<file path="src/rtl/uart_mmio_pkg.sv">
// Shared constants for the uart_mmio peripheral: register offsets, STATUS bit
// positions, TX/RX FSM encodings and the minimum baud divisor.
package uart_mmio_pkg;

  // Word offsets inside the 16-byte register window
  localparam logic [1:0] RegData   = 2'd0;
  localparam logic [1:0] RegStatus = 2'd1;
  localparam logic [1:0] RegBaud   = 2'd2;

  // STATUS bit positions
  localparam int unsigned StTxFull   = 0;
  localparam int unsigned StTxEmpty  = 1;
  localparam int unsigned StRxValid  = 2;
  localparam int unsigned StRxOvr    = 3;
  localparam int unsigned StFrameErr = 4;
  localparam int unsigned StTxOvf    = 5;

  // TX FSM encodings
  localparam logic [1:0] TxIdle  = 2'd0;
  localparam logic [1:0] TxStart = 2'd1;
  localparam logic [1:0] TxData  = 2'd2;
  localparam logic [1:0] TxStop  = 2'd3;

  // RX FSM encodings
  localparam logic [1:0] RxIdle  = 2'd0;
  localparam logic [1:0] RxStart = 2'd1;
  localparam logic [1:0] RxData  = 2'd2;
  localparam logic [1:0] RxStop  = 2'd3;

  // Smallest divisor that still leaves room for a mid-bit sample
  localparam logic [15:0] MinDiv = 16'd4;

  // STATUS low bits; first member is the most significant bit
  typedef struct packed {
    logic tx_ovf;
    logic frame_err;
    logic rx_ovr;
    logic rx_valid;
    logic tx_empty;
    logic tx_full;
  } status_t;

  function automatic logic [15:0] clamp_div(input logic [15:0] v);
    return (v < MinDiv) ? MinDiv : v;
  endfunction

endpackage

</file>
<file path="src/rtl/uart_mmio_if.sv">
// Look-ahead register bus between the CPU side and the uart_mmio window.
interface uart_mmio_if;
  logic        sel;
  logic [1:0]  addr;
  logic        we;
  logic        re;
  logic [31:0] wdata;
  logic [31:0] rdata;

  modport master (
    output sel,
    output addr,
    output we,
    output re,
    output wdata,
    input  rdata
  );

  modport slave (
    input  sel,
    input  addr,
    input  we,
    input  re,
    input  wdata,
    output rdata
  );
endinterface

</file>
<file path="src/rtl/uart_mmio_fifo.sv">
// Synchronous first-word-fall-through FIFO with full/empty flags.
// Push while full and pop while empty are ignored; push and pop together keep
// the count unchanged.
module uart_mmio_fifo #(
  parameter int unsigned Depth = 8,
  parameter int unsigned Width = 8
) (
  input  logic             clk_i,
  input  logic             rst_i,
  input  logic             push_i,
  input  logic [Width-1:0] wdata_i,
  input  logic             pop_i,
  output logic [Width-1:0] rdata_o,
  output logic             full_o,
  output logic             empty_o
);

  localparam int unsigned PtrW = $clog2(Depth);
  localparam int unsigned CntW = PtrW + 1;

  logic [Width-1:0] mem_q [Depth];
  logic [PtrW-1:0]  wr_ptr_q, rd_ptr_q;
  logic [CntW-1:0]  count_q;
  logic             push_ok, pop_ok;

  assign full_o  = (count_q == CntW'(Depth));
  assign empty_o = (count_q == '0);
  assign push_ok = push_i & ~full_o;
  assign pop_ok  = pop_i & ~empty_o;
  assign rdata_o = mem_q[rd_ptr_q];

  // Storage array; contents need no reset since count gates visibility
  always_ff @(posedge clk_i) begin
    if (push_ok) begin
      mem_q[wr_ptr_q] <= wdata_i;
    end
  end

  // Pointers and occupancy; Depth is a power of 2 so pointers wrap naturally
  always_ff @(posedge clk_i) begin
    if (rst_i) begin
      wr_ptr_q <= '0;
      rd_ptr_q <= '0;
      count_q  <= '0;
    end else begin
      if (push_ok) wr_ptr_q <= wr_ptr_q + PtrW'(1);
      if (pop_ok)  rd_ptr_q <= rd_ptr_q + PtrW'(1);
      if (push_ok && !pop_ok) begin
        count_q <= count_q + CntW'(1);
      end else if (pop_ok && !push_ok) begin
        count_q <= count_q - CntW'(1);
      end
    end
  end

endmodule

</file>
<file path="src/rtl/uart_mmio.sv">
// Memory-mapped 8N1 UART: DATA / STATUS / BAUD registers, TX FIFO, RX buffer.
// Build option: define UART_MMIO_RX_FIFO_EN to buffer received bytes in an
// RX_DEPTH-entry FIFO; otherwise a single holding register is used.
module uart_mmio
  import uart_mmio_pkg::*;
#(
  parameter int unsigned DIV_RESET = 434,
  parameter int unsigned TX_DEPTH  = 8,
  parameter int unsigned RX_DEPTH  = 8
) (
  input  logic       clk_i,
  input  logic       rst_i,
  uart_mmio_if.slave bus,
  output logic       txd_o,
  input  logic       rxd_i
);

  if (TX_DEPTH < 2 || (TX_DEPTH & (TX_DEPTH - 1)) != 0 ||
      RX_DEPTH < 2 || (RX_DEPTH & (RX_DEPTH - 1)) != 0) begin : g_bad_depth
    $error("uart_mmio: TX_DEPTH and RX_DEPTH must be powers of 2, at least 2");
  end

  // ---------------------------------------------------------------------------
  // Register decode
  // ---------------------------------------------------------------------------
  logic wr_data, wr_status, wr_baud, rd_data, rd_sel;

  assign rd_sel    = bus.sel & bus.re;
  assign wr_data   = bus.sel & bus.we & (bus.addr == RegData);
  assign wr_status = bus.sel & bus.we & (bus.addr == RegStatus);
  assign wr_baud   = bus.sel & bus.we & (bus.addr == RegBaud);
  assign rd_data   = rd_sel & (bus.addr == RegData);

  logic unused_wdata;
  assign unused_wdata = ^bus.wdata[31:16];

  // Baud divisor
  logic [15:0] baud_q;

  // Divisor register, clamped on write
  always_ff @(posedge clk_i) begin
    if (rst_i) begin
      baud_q <= 16'(DIV_RESET);
    end else if (wr_baud) begin
      baud_q <= clamp_div(bus.wdata[15:0]);
    end
  end

  // ---------------------------------------------------------------------------
  // TX path
  // ---------------------------------------------------------------------------
  logic       tx_full, tx_fifo_empty, tx_push, tx_pop;
  logic [7:0] tx_head;

  assign tx_push = wr_data & ~tx_full;

  uart_mmio_fifo #(
    .Depth (TX_DEPTH),
    .Width (8)
  ) u_tx_fifo (
    .clk_i   (clk_i),
    .rst_i   (rst_i),
    .push_i  (tx_push),
    .wdata_i (bus.wdata[7:0]),
    .pop_i   (tx_pop),
    .rdata_o (tx_head),
    .full_o  (tx_full),
    .empty_o (tx_fifo_empty)
  );

  logic [1:0]  tx_state_q, tx_state_d;
  logic [15:0] tx_cnt_q, tx_cnt_d;
  logic [15:0] tx_div_q, tx_div_d;
  logic [2:0]  tx_bit_q, tx_bit_d;
  logic [7:0]  tx_sh_q, tx_sh_d;
  logic        txd_q, txd_d;
  logic        tx_slot_end;

  assign tx_slot_end = (tx_cnt_q == tx_div_q - 16'd1);

  // TX next state. The byte stays in the FIFO until its data bits are out, so
  // the FIFO depth bounds every byte the CPU has handed over.
  always_comb begin
    tx_state_d = tx_state_q;
    tx_cnt_d   = tx_cnt_q;
    tx_div_d   = tx_div_q;
    tx_bit_d   = tx_bit_q;
    tx_sh_d    = tx_sh_q;
    txd_d      = txd_q;
    tx_pop     = 1'b0;
    case (tx_state_q)
      TxIdle: begin
        if (!tx_fifo_empty) begin
          tx_state_d = TxStart;
          tx_sh_d    = tx_head;
          tx_div_d   = baud_q;
          tx_cnt_d   = '0;
          txd_d      = 1'b0;
        end
      end
      TxStart: begin
        if (tx_slot_end) begin
          tx_state_d = TxData;
          tx_cnt_d   = '0;
          tx_bit_d   = '0;
          txd_d      = tx_sh_q[0];
        end else begin
          tx_cnt_d = tx_cnt_q + 16'd1;
        end
      end
      TxData: begin
        if (tx_slot_end) begin
          tx_cnt_d = '0;
          if (tx_bit_q == 3'd7) begin
            tx_state_d = TxStop;
            txd_d      = 1'b1;
            tx_pop     = 1'b1;
          end else begin
            tx_bit_d = tx_bit_q + 3'd1;
            tx_sh_d  = {1'b0, tx_sh_q[7:1]};
            txd_d    = tx_sh_q[1];
          end
        end else begin
          tx_cnt_d = tx_cnt_q + 16'd1;
        end
      end
      TxStop: begin
        if (tx_slot_end) begin
          tx_cnt_d = '0;
          // Chain straight into the next frame to avoid an idle gap
          if (!tx_fifo_empty) begin
            tx_state_d = TxStart;
            tx_sh_d    = tx_head;
            tx_div_d   = baud_q;
            txd_d      = 1'b0;
          end else begin
            tx_state_d = TxIdle;
          end
        end else begin
          tx_cnt_d = tx_cnt_q + 16'd1;
        end
      end
      default: begin
        tx_state_d = TxIdle;
        txd_d      = 1'b1;
      end
    endcase
  end

  // TX state registers; txd idles high
  always_ff @(posedge clk_i) begin
    if (rst_i) begin
      tx_state_q <= TxIdle;
      tx_cnt_q   <= '0;
      tx_div_q   <= MinDiv;
      tx_bit_q   <= '0;
      tx_sh_q    <= '0;
      txd_q      <= 1'b1;
    end else begin
      tx_state_q <= tx_state_d;
      tx_cnt_q   <= tx_cnt_d;
      tx_div_q   <= tx_div_d;
      tx_bit_q   <= tx_bit_d;
      tx_sh_q    <= tx_sh_d;
      txd_q      <= txd_d;
    end
  end

  assign txd_o = txd_q;

  // ---------------------------------------------------------------------------
  // RX path
  // ---------------------------------------------------------------------------
  logic rx_meta_q, rx_sync_q, rx_prev_q, rx_fall;

  // Two-flop synchronizer plus previous-value flop for edge detection
  always_ff @(posedge clk_i) begin
    if (rst_i) begin
      rx_meta_q <= 1'b1;
      rx_sync_q <= 1'b1;
      rx_prev_q <= 1'b1;
    end else begin
      rx_meta_q <= rxd_i;
      rx_sync_q <= rx_meta_q;
      rx_prev_q <= rx_sync_q;
    end
  end

  assign rx_fall = rx_prev_q & ~rx_sync_q;

  logic [1:0]  rx_state_q, rx_state_d;
  logic [15:0] rx_cnt_q, rx_cnt_d;
  logic [15:0] rx_div_q, rx_div_d;
  logic [2:0]  rx_bit_q, rx_bit_d;
  logic [7:0]  rx_sh_q, rx_sh_d;
  logic        rx_push, rx_pop, rx_full, rx_empty;
  logic        frame_err_set, rx_ovr_set;
  logic [7:0]  rx_head;
  logic        rx_slot_end;

  assign rx_slot_end = (rx_cnt_q == rx_div_q - 16'd1);
  assign rx_pop      = rd_data & ~rx_empty;

  // RX next state: mid-bit sampling with glitch rejection on the start bit
  always_comb begin
    rx_state_d    = rx_state_q;
    rx_cnt_d      = rx_cnt_q;
    rx_div_d      = rx_div_q;
    rx_bit_d      = rx_bit_q;
    rx_sh_d       = rx_sh_q;
    rx_push       = 1'b0;
    frame_err_set = 1'b0;
    rx_ovr_set    = 1'b0;
    case (rx_state_q)
      RxIdle: begin
        if (rx_fall) begin
          rx_state_d = RxStart;
          rx_div_d   = baud_q;
          // The edge detector already spent one clock of the start bit
          rx_cnt_d   = 16'd1;
        end
      end
      RxStart: begin
        if (rx_cnt_q == (rx_div_q >> 1)) begin
          rx_cnt_d = '0;
          rx_bit_d = '0;
          rx_state_d = rx_sync_q ? RxIdle : RxData;
        end else begin
          rx_cnt_d = rx_cnt_q + 16'd1;
        end
      end
      RxData: begin
        if (rx_slot_end) begin
          rx_cnt_d = '0;
          rx_sh_d  = {rx_sync_q, rx_sh_q[7:1]};
          if (rx_bit_q == 3'd7) begin
            rx_state_d = RxStop;
          end else begin
            rx_bit_d = rx_bit_q + 3'd1;
          end
        end else begin
          rx_cnt_d = rx_cnt_q + 16'd1;
        end
      end
      RxStop: begin
        if (rx_slot_end) begin
          rx_cnt_d   = '0;
          rx_state_d = RxIdle;
          if (!rx_sync_q) begin
            frame_err_set = 1'b1;
          end else if (rx_full) begin
            rx_ovr_set = 1'b1;
          end else begin
            rx_push = 1'b1;
          end
        end else begin
          rx_cnt_d = rx_cnt_q + 16'd1;
        end
      end
      default: rx_state_d = RxIdle;
    endcase
  end

  // RX state registers
  always_ff @(posedge clk_i) begin
    if (rst_i) begin
      rx_state_q <= RxIdle;
      rx_cnt_q   <= '0;
      rx_div_q   <= MinDiv;
      rx_bit_q   <= '0;
      rx_sh_q    <= '0;
    end else begin
      rx_state_q <= rx_state_d;
      rx_cnt_q   <= rx_cnt_d;
      rx_div_q   <= rx_div_d;
      rx_bit_q   <= rx_bit_d;
      rx_sh_q    <= rx_sh_d;
    end
  end

`ifdef UART_MMIO_RX_FIFO_EN
  uart_mmio_fifo #(
    .Depth (RX_DEPTH),
    .Width (8)
  ) u_rx_fifo (
    .clk_i   (clk_i),
    .rst_i   (rst_i),
    .push_i  (rx_push),
    .wdata_i (rx_sh_q),
    .pop_i   (rx_pop),
    .rdata_o (rx_head),
    .full_o  (rx_full),
    .empty_o (rx_empty)
  );
`else
  logic [7:0] rx_hold_q;
  logic       rx_hold_vld_q;

  // Single-entry receive buffer; push only happens while it is empty
  always_ff @(posedge clk_i) begin
    if (rst_i) begin
      rx_hold_q     <= '0;
      rx_hold_vld_q <= 1'b0;
    end else if (rx_push) begin
      rx_hold_q     <= rx_sh_q;
      rx_hold_vld_q <= 1'b1;
    end else if (rx_pop) begin
      rx_hold_vld_q <= 1'b0;
    end
  end

  assign rx_full  = rx_hold_vld_q;
  assign rx_empty = ~rx_hold_vld_q;
  assign rx_head  = rx_hold_q;
`endif

  // ---------------------------------------------------------------------------
  // Sticky flags and read data
  // ---------------------------------------------------------------------------
  logic tx_ovf_q, rx_ovr_q, frame_err_q;
  logic clr_ovr, clr_ferr, clr_ovf;

  assign clr_ovr  = wr_status & bus.wdata[StRxOvr];
  assign clr_ferr = wr_status & bus.wdata[StFrameErr];
  assign clr_ovf  = wr_status & bus.wdata[StTxOvf];

  // Write-1-to-clear flags; a hardware set in the same cycle wins
  always_ff @(posedge clk_i) begin
    if (rst_i) begin
      tx_ovf_q    <= 1'b0;
      rx_ovr_q    <= 1'b0;
      frame_err_q <= 1'b0;
    end else begin
      tx_ovf_q    <= (tx_ovf_q & ~clr_ovf) | (wr_data & tx_full);
      rx_ovr_q    <= (rx_ovr_q & ~clr_ovr) | rx_ovr_set;
      frame_err_q <= (frame_err_q & ~clr_ferr) | frame_err_set;
    end
  end

  status_t     status;
  logic [31:0] rd_mux;
  logic [31:0] rdata_q;

  // STATUS word and read-data mux
  always_comb begin
    status.tx_ovf    = tx_ovf_q;
    status.frame_err = frame_err_q;
    status.rx_ovr    = rx_ovr_q;
    status.rx_valid  = ~rx_empty;
    status.tx_empty  = tx_fifo_empty & (tx_state_q == TxIdle);
    status.tx_full   = tx_full;
    rd_mux = '0;
    case (bus.addr)
      RegData:   rd_mux = rx_empty ? 32'd0 : {23'd0, 1'b1, rx_head};
      RegStatus: rd_mux = {26'd0, status};
      RegBaud:   rd_mux = {16'd0, baud_q};
      default:   rd_mux = '0;
    endcase
  end

  // Read data holds until the next selected read
  always_ff @(posedge clk_i) begin
    if (rst_i) begin
      rdata_q <= '0;
    end else if (rd_sel) begin
      rdata_q <= rd_mux;
    end
  end

  assign bus.rdata = rdata_q;

endmodule

</file>
<file path="src/flat_wrapper.sv">
// flat-port wrapper written by rule: the top's interface ports become plain ports
module uart_mmio_flat import uart_mmio_pkg::*;
#(
  parameter int unsigned DIV_RESET = 434,
  parameter int unsigned TX_DEPTH  = 8,
  parameter int unsigned RX_DEPTH  = 8
)
  (clk_i, rst_i, txd_o, rxd_i, bus_sel, bus_addr, bus_we, bus_re, bus_wdata, bus_rdata);
  uart_mmio_if bus_i ();
  input  logic clk_i;
  input  logic rst_i;
  output logic txd_o;
  input  logic rxd_i;
  input wire logic [$bits(bus_i.sel)-1:0] bus_sel;
  input wire logic [$bits(bus_i.addr)-1:0] bus_addr;
  input wire logic [$bits(bus_i.we)-1:0] bus_we;
  input wire logic [$bits(bus_i.re)-1:0] bus_re;
  input wire logic [$bits(bus_i.wdata)-1:0] bus_wdata;
  output wire logic [$bits(bus_i.rdata)-1:0] bus_rdata;
  assign bus_i.sel = bus_sel;
  assign bus_i.addr = bus_addr;
  assign bus_i.we = bus_we;
  assign bus_i.re = bus_re;
  assign bus_i.wdata = bus_wdata;
  assign bus_rdata = bus_i.rdata;
  uart_mmio #(.DIV_RESET(DIV_RESET), .TX_DEPTH(TX_DEPTH), .RX_DEPTH(RX_DEPTH)) u_core (.clk_i(clk_i), .rst_i(rst_i), .bus(bus_i), .txd_o(txd_o), .rxd_i(rxd_i));
endmodule
</file>
<file path="config.mk">
export PLATFORM = sky130hd
export DESIGN_NAME = uart_mmio_flat
export DESIGN_NICKNAME = d
export VERILOG_FILES = /design/src/rtl/uart_mmio_pkg.sv /design/src/rtl/uart_mmio_if.sv /design/src/rtl/uart_mmio_fifo.sv /design/src/rtl/uart_mmio.sv /design/src/flat_wrapper.sv
export SDC_FILE = /design/constraint.sdc
export NUM_CORES = 1
export LEC_CHECK = 0
export ABC_AREA = 0
export CORE_ASPECT_RATIO = 0.6
export CORE_MARGIN = 4
export CORE_UTILIZATION = 39
export DETAILED_ROUTE_END_ITERATION = 10
export PLACE_DENSITY = 0.64
export SETUP_SLACK_MARGIN = 0.5
export SLEW_MARGIN = 20
export SYNTH_ARGS = -nofsm -noshare
export SYNTH_HDL_FRONTEND = slang
export SYNTH_HIERARCHICAL = 1
export SYNTH_SLANG_ARGS = --single-unit
</file>
<file path="constraint.sdc">
create_clock -name clk_i -period 10.3 [get_ports clk_i]
set_input_delay 1.545 -clock clk_i [delete_from_list [all_inputs] [get_ports clk_i]]
set_output_delay 1.545 -clock clk_i [all_outputs]
set_load 0.03 [all_outputs]
</file>
==> run summary <==
=================================================================================
Status                                                               finished clean
Number of global-route vias before repair                                   7,605
Top delay family on crit path                                        simple AND/OR/NAND/NOR gates
Core Area                                                             0.02676 mm²
Post-synth design cell area                                           0.01072 mm²
Share of the clock period used by the worst path                           47.42%
Tightest Hold Check Type                                             flip-flop to flip-flop
Worst R2R Path Depth                                                           16
Crit path launch                                                     u_core/tx_div_q[0]
RSZ-0062 raised after global routing                                        false
Leading post-synthesis cells by instance count                       sky130_fd_sc_hd__dfxtp_1 (151), sky130_fd_sc_hd__nand2_1 (141), sky130_fd_sc_hd__nor2_1 (84), sky130_fd_sc_hd__a21oi_1 (69), sky130_fd_sc_hd__edfxtp_1 (64)
Final-layout fill cell count                                                2,521
Path type of the worst setup path                                    flip-flop to flip-flop
Leakage                                                                  4.265 nW
Quantity of I/O buffers inserted on ports                                      40
Sinks on the clock net                                                        215
Non-filler instance count after layout                                      1,468
Ys async rst share                                                             0%
Initial antenna violation count                                                 0
Total power draw                                                         2.044 mW
First-pass GRT wire length                                               42.92 mm
DRC Markers                                                                     0
WHS Path Cells                                                                  1
CTS tree                                                                    built
Number of hold violations in the final report                                   0
Kind of start point of the critical path                                flip-flop
Cell chosen for the clock root                                       sky130_fd_sc_hd__clkbuf_16
Buffer and inverter count on the worst path                                     2
Destination of the worst register-to-register timing path            u_core/u_tx_fifo/count_q[3]
Post-layout nets                                                            1,154
Setup violation total in the final timing report                                0
Global Route Usage Sum                                                     17.35%
Min-delay src                                                        u_core/rx_meta_q
Most frequent cell after synthesis                                   sky130_fd_sc_hd__dfxtp_1
Maximum fanout encountered on the critical timing path                          9
Final wirelength                                                         26.12 mm
Fin Setup TNS                                                                0 ns
Area share of the leading cell type in the synthesized netlist             28.20%
Worst-case clock buffer depth                                                   3
Wire per inst                                                            17.80 µm
Global placer's final weighted congestion                                  0.8333
Number of synthesized flops with an enable pin                                 64
Most instantiated flip-flop cell in the synthesis netlist            sky130_fd_sc_hd__dfxtp_1
Req. time, crit path                                                     10.70 ns
Worst-margin pin slew                                                    1.109 ns
Portion of the post-synthesis area used by sequential elements             46.13%
Number of placement rows                                                       46
FF-to-FF Start                                                       u_core/tx_div_q[0]
Number of violations of the max-capacitance limit                               0
Count of cells resized by post-cts repair                                       0
Post-synth cell types                                                          80
Diodes inserted                                                                 0
Initial core utilization                                                   40.06%
Fmax                                                                    204.7 MHz
Worst Hold End                                                       u_core/rx_sync_q
Arrival @ worst endpoint                                                  5.28 ns
Total via count after detailed routing                                      8,101
Worst-path cell chain                                                inv_1, ha_1, nor3b_2, and3_1, o2111ai_1, or4_4, nor4_1, and3_1, o41ai_4, ha_1, inv_1, ha_1, a21oi_1, a211oi_1, a31oi_1, mux2_2
Die boundary width                                                       222.0 µm
Top Ports                                                                      73
Cell mode on critical path                                           sky130_fd_sc_hd__ha_1
Most area-consuming cells after synthesis                            sky130_fd_sc_hd__dfxtp_1 (28%), sky130_fd_sc_hd__edfxtp_1 (18%), sky130_fd_sc_hd__nand2_1 (4.9%), sky130_fd_sc_hd__mux2i_1 (4.5%), sky130_fd_sc_hd__mux4_1 (3.7%)
Slowest-stage cell, CP                                               sky130_fd_sc_hd__nor4_1
Final number of max-transition violations                                       0
Setup slack of the worst register-to-register path                        5.42 ns
Die outline height                                                       136.4 µm
Largest net degree at the start of global routing                              51
Initial drt markers                                                           940
Slowest Stage Delay on Critical Path                                      0.63 ns
Setup skew after layout                                                0.01392 ns
Synth-to-layout area growth                                                11.47%
Worst vdd rail ir drop                                                0.0001110 V
Sum of overflow across all layers after global routing                          0
Total power per unit cell area                                       171.1 mW/mm²
Post-CTS Setup Repair Bufs                                                      0
Clock buffers created by TritonCTS                                             20
Via count normalized by instance count                                      5.518
Ratio of cells with drive above 1 in the final layout                      7.310%
H-tree depth reported by CTS                                                    1
HPWL reported at the end of detailed placement                           18.25 mm
Total instance count after detailed placement                               1,432
Synthesis warning total                                                         6
1st-pass router iterations                                                      6
Remaining antenna violation count                                               0
FF+latch count, synth                                                         215
Gate count after technology mapping                                         1,095
Sort of element at the end of the critical path                         flip-flop
Final critical-path required period                                      4.885 ns
Worst slew margin                                                          25.93%
Die Footprint                                                         0.03029 mm²
Register clock-pin slew on the reported worst setup and hold paths        0.07 ns
Clock insertion delay at the later pin of the skew report                 0.51 ns
Biggest area consumer among synthesized cells                        sky130_fd_sc_hd__dfxtp_1
Hold buffer count at CTS                                                        0
Mean Syn Cell Area                                                      9.790 µm²
=================================================================================
cell families (layout without fill, tap and decap cells):
logic type	after synthesis	after routing	share of synthesized area, %
xor+xnor	63	63	5.147
buf+inv	111	109	5.264
fa+ha+maj	20	20	2.404
compound gates	182	182	11.41
flops	215	215	46.13
simple gates	429	429	20.19
mux	74	74	9.419
other cells	1	16	0.03498
worst max-delay path by stage:
stage	slack, ns	to	cells past startpoint
6_report	5.42	u_core/u_tx_fifo/count_q[3]	16
5_1_grt	5.10	u_core/u_tx_fifo/count_q[3]	16
4_1_cts	5.51	u_core/u_tx_fifo/count_q[3]	16
3_5_place_dp	5.39	u_core/u_tx_fifo/count_q[3]	11
3_3_place_gp	5.45	u_core/u_tx_fifo/count_q[3]	11
2_1_floorplan	6.22	u_core/u_tx_fifo/count_q[3]	12
metal layers:
metal	track usage [%]	up-vias	routed length [µm]
li1	-	3928	-
met2	24.84	210	10570
met5	0	-	0
met1	27.43	3936	13760
met3	3.043	27	1433
met4	3.064	0	367
cells in the final DEF (no fill, tap or decap), types with 29 or more instances in the layout:
cell type / Yosys / routed
sky130_fd_sc_hd__nor2_1: 84 / 84
sky130_fd_sc_hd__a21oi_1: 69 / 69
sky130_fd_sc_hd__clkdlybuf4s50_1: 0 / 39
sky130_fd_sc_hd__nor3_1: 34 / 33
sky130_fd_sc_hd__mux2i_1: 48 / 48
sky130_fd_sc_hd__edfxtp_1: 64 / 64
sky130_fd_sc_hd__xor2_1: 29 / 29
sky130_fd_sc_hd__nand2_1: 141 / 141
sky130_fd_sc_hd__xnor2_1: 34 / 34
sky130_fd_sc_hd__dfxtp_1: 151 / 151
sky130_fd_sc_hd__nand3_1: 32 / 32
registers in the layout (all words and copies together) (netlist names), 2 cells and up, named ones only:
register                   flops
u_core/u_tx_fifo/mem_q        64
u_core/baud_q                 16
u_core/bus.rdata              16
u_core/rx_cnt_q               16
u_core/rx_div_q               16
u_core/tx_cnt_q               16
u_core/tx_div_q               16
u_core/rx_head                 8
u_core/rx_sh_q                 8
u_core/tx_sh_q                 8
u_core/u_tx_fifo/count_q       4
u_core/rx_bit_q                3
u_core/tx_bit_q                3
u_core/u_tx_fifo/rd_ptr_q      3
u_core/u_tx_fifo/wr_ptr_q      3
u_core/tx_state_q              2
cell type report:
class                      instances  area, µm²  share of cell area (%)
inverter                          22      82.58                  0.6910
clock buffer                      29      615.6                   5.151
tap                              360      450.4                   3.769
clock inverter                     7      97.59                  0.8167
multi-input combinational        784       5279                   44.17
sequential                       215       4945                   41.38
timing repair buffer              51      480.5                   4.021
stage by stage:
stage                     utilization (%)  setup slack, ns  area (µm²)  hold slack, ns
after floorplan                         -            6.218       10780          0.3895
after global placement              41.99            5.452       11240          0.3957
after detailed placement            41.99            5.392       11240          0.4050
after CTS                           44.65            5.513       11950          0.4248
after global routing                44.65            5.096       11950          0.4431
final                               44.65            5.415       11950          0.4228
where the power goes:
group / internal (mW) / switching (mW)
combinational: 0.115 / 0.200
sequential: 0.896 / 0.0369
clock: 0.469 / 0.328
No activity file was read; power rests on OpenSTA's default activity.
